### src/rtl/crc8_rx_check.sv
// -----------------------------------------------------------------------------
// crc8_rx_check
//
// Receive-side CRC-8/CCITT checker (poly x^8+x^2+x+1 = 0x07, MSB-first,
// no reflection, no final XOR). It sits after the byte deframer. Every accepted
// byte of a frame, including the trailing CRC byte, is folded into a running
// CRC. A zero residue after the eop byte means the frame is intact.
//
// Parameters
//   INIT     CRC preset loaded at every start of frame
//   MIN_LEN  shortest legal frame in bytes, CRC byte included
//   LEN_W    width of the byte counter and of len_o
//
// Ports
//   clk, rst     clock; synchronous active-high reset
//   data_i       frame byte
//   valid_i      byte strobe; nothing is accepted while low
//   sop_i        first byte of frame (qualified by valid_i)
//   eop_i        last byte of frame = CRC byte (qualified by valid_i)
//   done_o       1-cycle pulse, verdict outputs updated
//   crc_ok_o     residue 0 and length >= MIN_LEN; held until next done_o
//   crc_err_o    bad residue or runt; held until next done_o
//   runt_o       length < MIN_LEN; held until next done_o
//   abort_o      1-cycle pulse, a frame was cut off by a new sop_i
//   len_o        byte count of last completed frame (saturating); held
//   crc_o        running CRC register (debug)
//   busy_o       a frame is in progress
//   err_cnt_o    only with CRC8_RX_ERRCNT_EN: saturating count of failed
//                verdicts plus aborts, cleared only by rst
//
// Build option: define CRC8_RX_ERRCNT_EN to add err_cnt_o and its counter.
// -----------------------------------------------------------------------------
module crc8_rx_check #(
    parameter logic [7:0] INIT    = 8'h00,
    parameter int         MIN_LEN = 2,
    parameter int         LEN_W   = 16
) (
    input  logic             clk,
    input  logic             rst,
    input  logic [7:0]       data_i,
    input  logic             valid_i,
    input  logic             sop_i,
    input  logic             eop_i,
    output logic             done_o,
    output logic             crc_ok_o,
    output logic             crc_err_o,
    output logic             runt_o,
    output logic             abort_o,
    output logic [LEN_W-1:0] len_o,
    output logic [7:0]       crc_o,
    output logic             busy_o
`ifdef CRC8_RX_ERRCNT_EN
    ,
    output logic [15:0]      err_cnt_o
`endif
);

    typedef enum logic [0:0] {
        IDLE = 1'b0,
        BODY = 1'b1
    } state_t;

    // Verdict produced in the cycle the eop byte is accepted.
    typedef struct packed {
        logic             fin;
        logic             ok;
        logic             runt;
        logic [LEN_W-1:0] len;
    } verdict_t;

    state_t           state;
    logic [7:0]       crc_q;
    logic [LEN_W-1:0] cnt;

    // One byte of CRC-8/CCITT folded in parallel. x = seed ^ data, then the
    // eight shift/xor steps of the 0x07 polynomial collapse to these terms.
    function automatic logic [7:0] crc8_next(input logic [7:0] seed,
                                             input logic [7:0] d);
        logic [7:0] x;
        logic [7:0] n;
        x    = seed ^ d;
        n[0] = x[0] ^ x[6] ^ x[7];
        n[1] = x[0] ^ x[1] ^ x[6];
        n[2] = x[0] ^ x[1] ^ x[2] ^ x[6];
        n[3] = x[1] ^ x[2] ^ x[3] ^ x[7];
        n[4] = x[2] ^ x[3] ^ x[4];
        n[5] = x[3] ^ x[4] ^ x[5];
        n[6] = x[4] ^ x[5] ^ x[6];
        n[7] = x[5] ^ x[6] ^ x[7];
        return n;
    endfunction

    logic [7:0]       seed;
    logic [7:0]       crc_nxt;
    logic [LEN_W-1:0] cnt_inc;
    logic             crc_upd;
    logic             abort_hit;
    verdict_t         vd;

    // A sop byte always restarts from INIT, whatever state we are in.
    assign seed    = sop_i ? INIT : crc_q;
    assign crc_nxt = crc8_next(seed, data_i);

    // Saturating increment: a frame longer than the counter reports all-ones.
    assign cnt_inc = (cnt == {LEN_W{1'b1}}) ? cnt : cnt + LEN_W'(1);

    always_comb begin
        crc_upd   = 1'b0;
        abort_hit = 1'b0;
        vd        = '0;
        if (valid_i) begin
            if (sop_i) begin
                crc_upd   = 1'b1;
                // sop inside a frame abandons it; no verdict for the old one
                abort_hit = (state == BODY);
                if (eop_i) begin
                    vd.fin = 1'b1;
                    vd.len = LEN_W'(1);
                end
            end else if (state == BODY) begin
                crc_upd = 1'b1;
                if (eop_i) begin
                    vd.fin = 1'b1;
                    vd.len = cnt_inc;
                end
            end
            // valid byte without sop while IDLE: dropped silently
        end
        vd.runt = vd.fin && (vd.len < LEN_W'(MIN_LEN));
        // residue of the whole frame, CRC byte included, must be zero
        vd.ok   = vd.fin && (crc_nxt == 8'h00) && !vd.runt;
    end

    always_ff @(posedge clk) begin
        if (rst) begin
            state     <= IDLE;
            crc_q     <= INIT;
            cnt       <= '0;
            done_o    <= 1'b0;
            crc_ok_o  <= 1'b0;
            crc_err_o <= 1'b0;
            runt_o    <= 1'b0;
            abort_o   <= 1'b0;
            len_o     <= '0;
        end else begin
            done_o  <= vd.fin;
            abort_o <= abort_hit;

            if (crc_upd)
                crc_q <= crc_nxt;

            if (valid_i) begin
                if (sop_i) begin
                    // single-byte frame finalises at once and stays IDLE
                    state <= eop_i ? IDLE : BODY;
                    cnt   <= eop_i ? '0 : LEN_W'(1);
                end else if (state == BODY) begin
                    if (eop_i) begin
                        state <= IDLE;
                        cnt   <= '0;
                    end else begin
                        cnt <= cnt_inc;
                    end
                end
            end

            // verdict flops only move on done, otherwise they hold
            if (vd.fin) begin
                len_o     <= vd.len;
                runt_o    <= vd.runt;
                crc_ok_o  <= vd.ok;
                crc_err_o <= !vd.ok;
            end
        end
    end

    assign crc_o  = crc_q;
    assign busy_o = (state == BODY);

`ifdef CRC8_RX_ERRCNT_EN
    // An abort and a failed single-byte restart can land in the same cycle,
    // so the step is 0, 1 or 2.
    logic [1:0]  err_step;
    logic [16:0] err_sum;

    assign err_step = 2'(vd.fin && !vd.ok) + 2'(abort_hit);
    assign err_sum  = {1'b0, err_cnt_o} + 17'(err_step);

    always_ff @(posedge clk) begin
        if (rst)
            err_cnt_o <= '0;
        else
            err_cnt_o <= err_sum[16] ? 16'hFFFF : err_sum[15:0];
    end
`endif

endmodule

### config.mk
export PLATFORM = sky130hd
export DESIGN_NAME = crc8_rx_check
export DESIGN_NICKNAME = d
export VERILOG_FILES = /design/src/rtl/crc8_rx_check.sv
export SDC_FILE = /design/constraint.sdc
export NUM_CORES = 1
export LEC_CHECK = 0
export CAP_MARGIN = 0
export CORE_AREA = 4 4 73 92
export CTS_BUF_LIST = sky130_fd_sc_hd__clkbuf_16
export DETAILED_ROUTE_END_ITERATION = 8
export DIE_AREA = 0 0 77 96
export PLACE_DENSITY_LB_ADDON = 0.3
export REMOVE_ABC_BUFFERS = 1
export SLEW_MARGIN = 30
export SYNTH_ARGS = -nofsm -noshare
export SYNTH_HDL_FRONTEND = slang
export SYNTH_SLANG_ARGS = --single-unit
export TNS_END_PERCENT = 5
### constraint.sdc
create_clock -name clk -period 4.5 [get_ports clk]
set_input_delay 1.125 -clock clk [delete_from_list [all_inputs] [get_ports clk]]
set_output_delay 1.125 -clock clk [all_outputs]
set_load 0.02 [all_outputs]
* Word-level counts from Yosys, hierarchy flattened
Index checks and enable logic that the tools add are counted.
Cells by class: add/subtract/negate cells 1, magnitude comparators 1, eq/ne operators 1, multiplexer cells 21, bitwise operators 20, reduce and logical (&&, ||, !) cells 9
Operator list (number):
- $mux 16 | 8
- $xor 1x1->1 | 17
- $add 16x1->16 const B | 1
- $eq 16x16->1 const B | 1
- $lt 16x2->1 const B | 1
- $mux 1 | 12
- $logic_not 8->1 | 1
- $mux 8 | 1
- $xor 8x8->8 | 1
- $logic_and 1x1->1 | 3
- $reduce_or 3->1 | 1
- $logic_not 1->1 | 2
- $not 1->1 | 2
- $reduce_and 2->1 | 1
- $reduce_bool 2->1 | 1
Word-level totals: register bits after elaboration 46, input port bits 13, word-level logic and storage cells 62

* Depth between registers and ports, before layout
word-level depth 11, mapped depth 9

* Worst setup path before layout
OpenSTA, ideal clock, no wires.
path kind input -> register, start point input port sop_i, end point register crc_ok_o, arrival 2.780 ns, data required time 4.439 ns, path slack 1.659 ns, stages on the path 7, cells stage by stage clkbuf_1 -> clkbuf_1 -> nor2_1 -> xnor2_1 -> a31oi_1 -> nor4_1 -> a32o_1
On the way: word-level cells in the longest chain between the ends 8, elaborated cells on any way between the ends 29
Ends and longest elaborated chain:
- from (decl) | line 42 | input logic sop_i,
- parallel branches: the longest is 8 deep, another holds $lt 16x2->1
- to (signal assigned) | line 171 | crc_ok_o <= vd.ok;
- to (decl) | line 45 | output logic crc_ok_o,
Several ways; the timed one is not identified. A chain may end at the register's enable or synchronous reset.

* Final worst setup path
Ends and elaborated chain as after synthesis.

==> results.toml <==
[grt]
grt_pass1_wl_um = 10600
antenna_found_initial = 0
grt.overflow.total = 0
grt_max_degree = 46
grt_pass1_vias = 2271
grt_util_all_layers = 0.177

[timing]
finalHoldViolCount = 0
finalSetupViolCount = 0
fin_crit_sh = 0.750
tightestPinTransition_ns = 0.567
tns_ns = 0
max_slew_margin = 0.621
final.setup.worst_slack_ns = 1.12
whs_ns = 0.455
finalMaxSlewViolations = 0
fmax_mhz = 296
fin_crit_ns = 3.38
rsz0062_at_grt = "false"
fin_worst_skew_ns = 0.00503

[placed_design]
numPortBuffers = 42
place_ws_ns = 0.840
dpl_cell_area_um2 = 2980
post-dp-hpwl_um = 4510
gp_congestion = 0.918

[final_layout]
antenna_cells = 0
drive_gt1_frac = 0.0546
num-fill-cells = 554
final_cell_area_um2 = 3140
area_growth_pct = 23.7
final_common_cell = "dfxtp_1"
final_cell_mix = "dfxtp_1 (46), clkdlybuf4s50_1 (42), nor2_1 (41)"
final_nets = 361
final_util = 0.544

[power_and_ir_drop]
pwr-share-comb = 0.177
switching_power_w = 0.000262
seq_power_share = 0.423
p_leak_nw = 1.11
internal_power_w = 0.000756
power_density_nw_per_um2 = 324
clkPwrFrac = 0.401
ir_worst_vdd_v = 0.000145
swShare = 0.257

[drt]
wl_met3_um = 337
drtPass1Iterations = 6
dr_total_vias = 2371
totalWireLength_um = 6330
met1_length_um = 2600
drcViolationCount = 0
wl_per_cell_um = 15.3
dr.max_layer_used = "met4"
drt_iter0_drc = 133
vias_per_cell = 5.73
final_antenna_net_count = 0
wl_met2_um = 3280

[clocking]
post_cts_buffers = 0
cts_buffers = 5
clkSlewWorstSetupHoldPaths_ns = 0.06
cts_tree = "built"
htreeDepth = 2
root_buffer = "clkbuf_16"
ctsResizeCount = 0
cts.path.max_buffers = 2
cts_sinks = 46
holdBufCountCts = 0
insertion_delay_ns = 0.28

[status]
outcome = "complete, no violations"

[floorplan]
core_area_um2 = 5780
top_level_ports = 43
initial_core_util = 0.440
fp.dieW_um = 77
fp.dieH_um = 96
core.rowCount = 31
die_area_um2 = 7390

[worst_setup_path]
worstPathRequired_ns = 4.68
crit_end = "crc_ok_o"
crit_start = "sop_i"
critical_path_class = "input pin to flop"
cp_data_arrival_time_ns = 3.55
r2r-end = "crc_ok_o"
rrSetupSlack_ns = 1.46
worstSetupStartpointType = "input pin"
r2r-start = "cnt[0]"
rr_worst_depth = 8
crit_path_end_kind = "flop"
crit_fanout = 22

[yosys]
synth.avg_cell_area_um2 = 8.02
synthCells = 317
netlist-cell-type-count = 46
syn_area_um2 = 2540
synth_seq_cells = 46
synth_warnings = 0
seq_area_frac_synth = 0.362

[worst_hold_path]
hold_class = "flop to flop"

[run]
max_cap_violations = 0
## worst min-delay path by stage
stage | startpoint | endpoint | depth (start not counted)
floorplan | cnt[11] | cnt[11] | 1
global placement | len_o[15] | len_o[15] | 2
detailed placement | len_o[15] | len_o[15] | 2
CTS | len_o[15] | len_o[15] | 2
global route | len_o[15] | len_o[15] | 2
finish | len_o[15] | len_o[15] | 2
## cell type report
class | instances | area [µm²] | share of cell area
flip-flops and latches | 46 | 921 | 0.293
well taps | 66 | 82.6 | 0.0263
clock buffers | 5 | 125 | 0.0398
multi-input cells | 241 | 1490 | 0.475
inverters | 5 | 18.8 | 0.00597
repair buffers | 48 | 465 | 0.148
clock inverters | 3 | 37.5 | 0.0119
## state kept, by name (all words and copies together) (netlist names)
signal	count
runt_o	1
busy_o	1
crc_err_o	1
len_o	16
crc_ok_o	1
done_o	1
abort_o	1
cnt	16
crc_o	8
## power by group through the flow
| stage | clock network (W) | logic, W | registers [W] |
|---|---|---|---|
| floorplan | 0 | 0.000100 | 0.000450 |
| global placement | 0 | 0.000178 | 0.000440 |
| detailed placement | 0 | 0.000179 | 0.000440 |
| CTS | 0.000414 | 0.000181 | 0.000431 |
| global route | 0.000425 | 0.000198 | 0.000433 |
| finish | 0.000408 | 0.000180 | 0.000431 |
## kinds of logic (layout without fill, tap and decap cells)
family / count (synthesis) / count (layout) / synth area share
fa+ha+maj: 1 / 1 / 0.00492
mux: 3 / 3 / 0.0123
xor+xnor: 34 / 34 / 0.117
flops: 46 / 46 / 0.362
simple gates: 113 / 113 / 0.215
compound gates: 90 / 90 / 0.238
buf+inv: 30 / 61 / 0.0502
## stage by stage
stage                     total power, W  instances
final                            0.00102        414
after global routing             0.00106        414
after CTS                        0.00103        414
after detailed placement        0.000619        406
after global placement          0.000618        406
after floorplan                 0.000550        292
## routing by layer
metal	global-route usage	up-vias
met5	0	-
met4	0.0608	0
met3	0.0309	12
met2	0.331	60
met1	0.203	1102
li1	-	1197
## worst max-delay path, cell delays in order
cell	delay (ns)
clkdlybuf4s50_1	0.70
o211ai_1	0.34
buf_4	0.31
nand2b_1	0.19
a31oi_1	0.07
or4_4	0.55
a32o_1	0.26
## synth_stat cells (all sizes together)
master / number / share of area
nor4: 1 / 0.0025
and3: 4 / 0.0098
a21oi: 23 / 0.045
a32o: 1 / 0.0039
o22ai: 1 / 0.0025
nor2b: 4 / 0.0098
xor2: 10 / 0.034
a211o: 1 / 0.0034
nand4: 6 / 0.015
dfxtp: 46 / 0.36
o31ai: 1 / 0.0030
xnor2: 24 / 0.083
inv: 5 / 0.0074
nand3: 8 / 0.016
and4: 5 / 0.018
a211oi: 4 / 0.012
a221oi: 2 / 0.0094
nand2b: 3 / 0.0074
a22oi: 18 / 0.053
clkbuf: 18 / 0.028
a41oi: 3 / 0.010
nor3: 7 / 0.014
o211ai: 3 / 0.0089
o211a: 1 / 0.0039
ha: 1 / 0.0049
buf: 7 / 0.015
nand2: 27 / 0.043
a311oi: 3 / 0.010
and2: 4 / 0.0098
a2111oi: 1 / 0.0059
or3: 1 / 0.0025
mux2: 1 / 0.0044
o21a: 2 / 0.0059
nor2: 41 / 0.061
o21ai: 10 / 0.020
a31o: 1 / 0.0034
or4: 2 / 0.0074
mux2i: 2 / 0.0079
a31oi: 15 / 0.037
(Power assumes the default switching activity.)
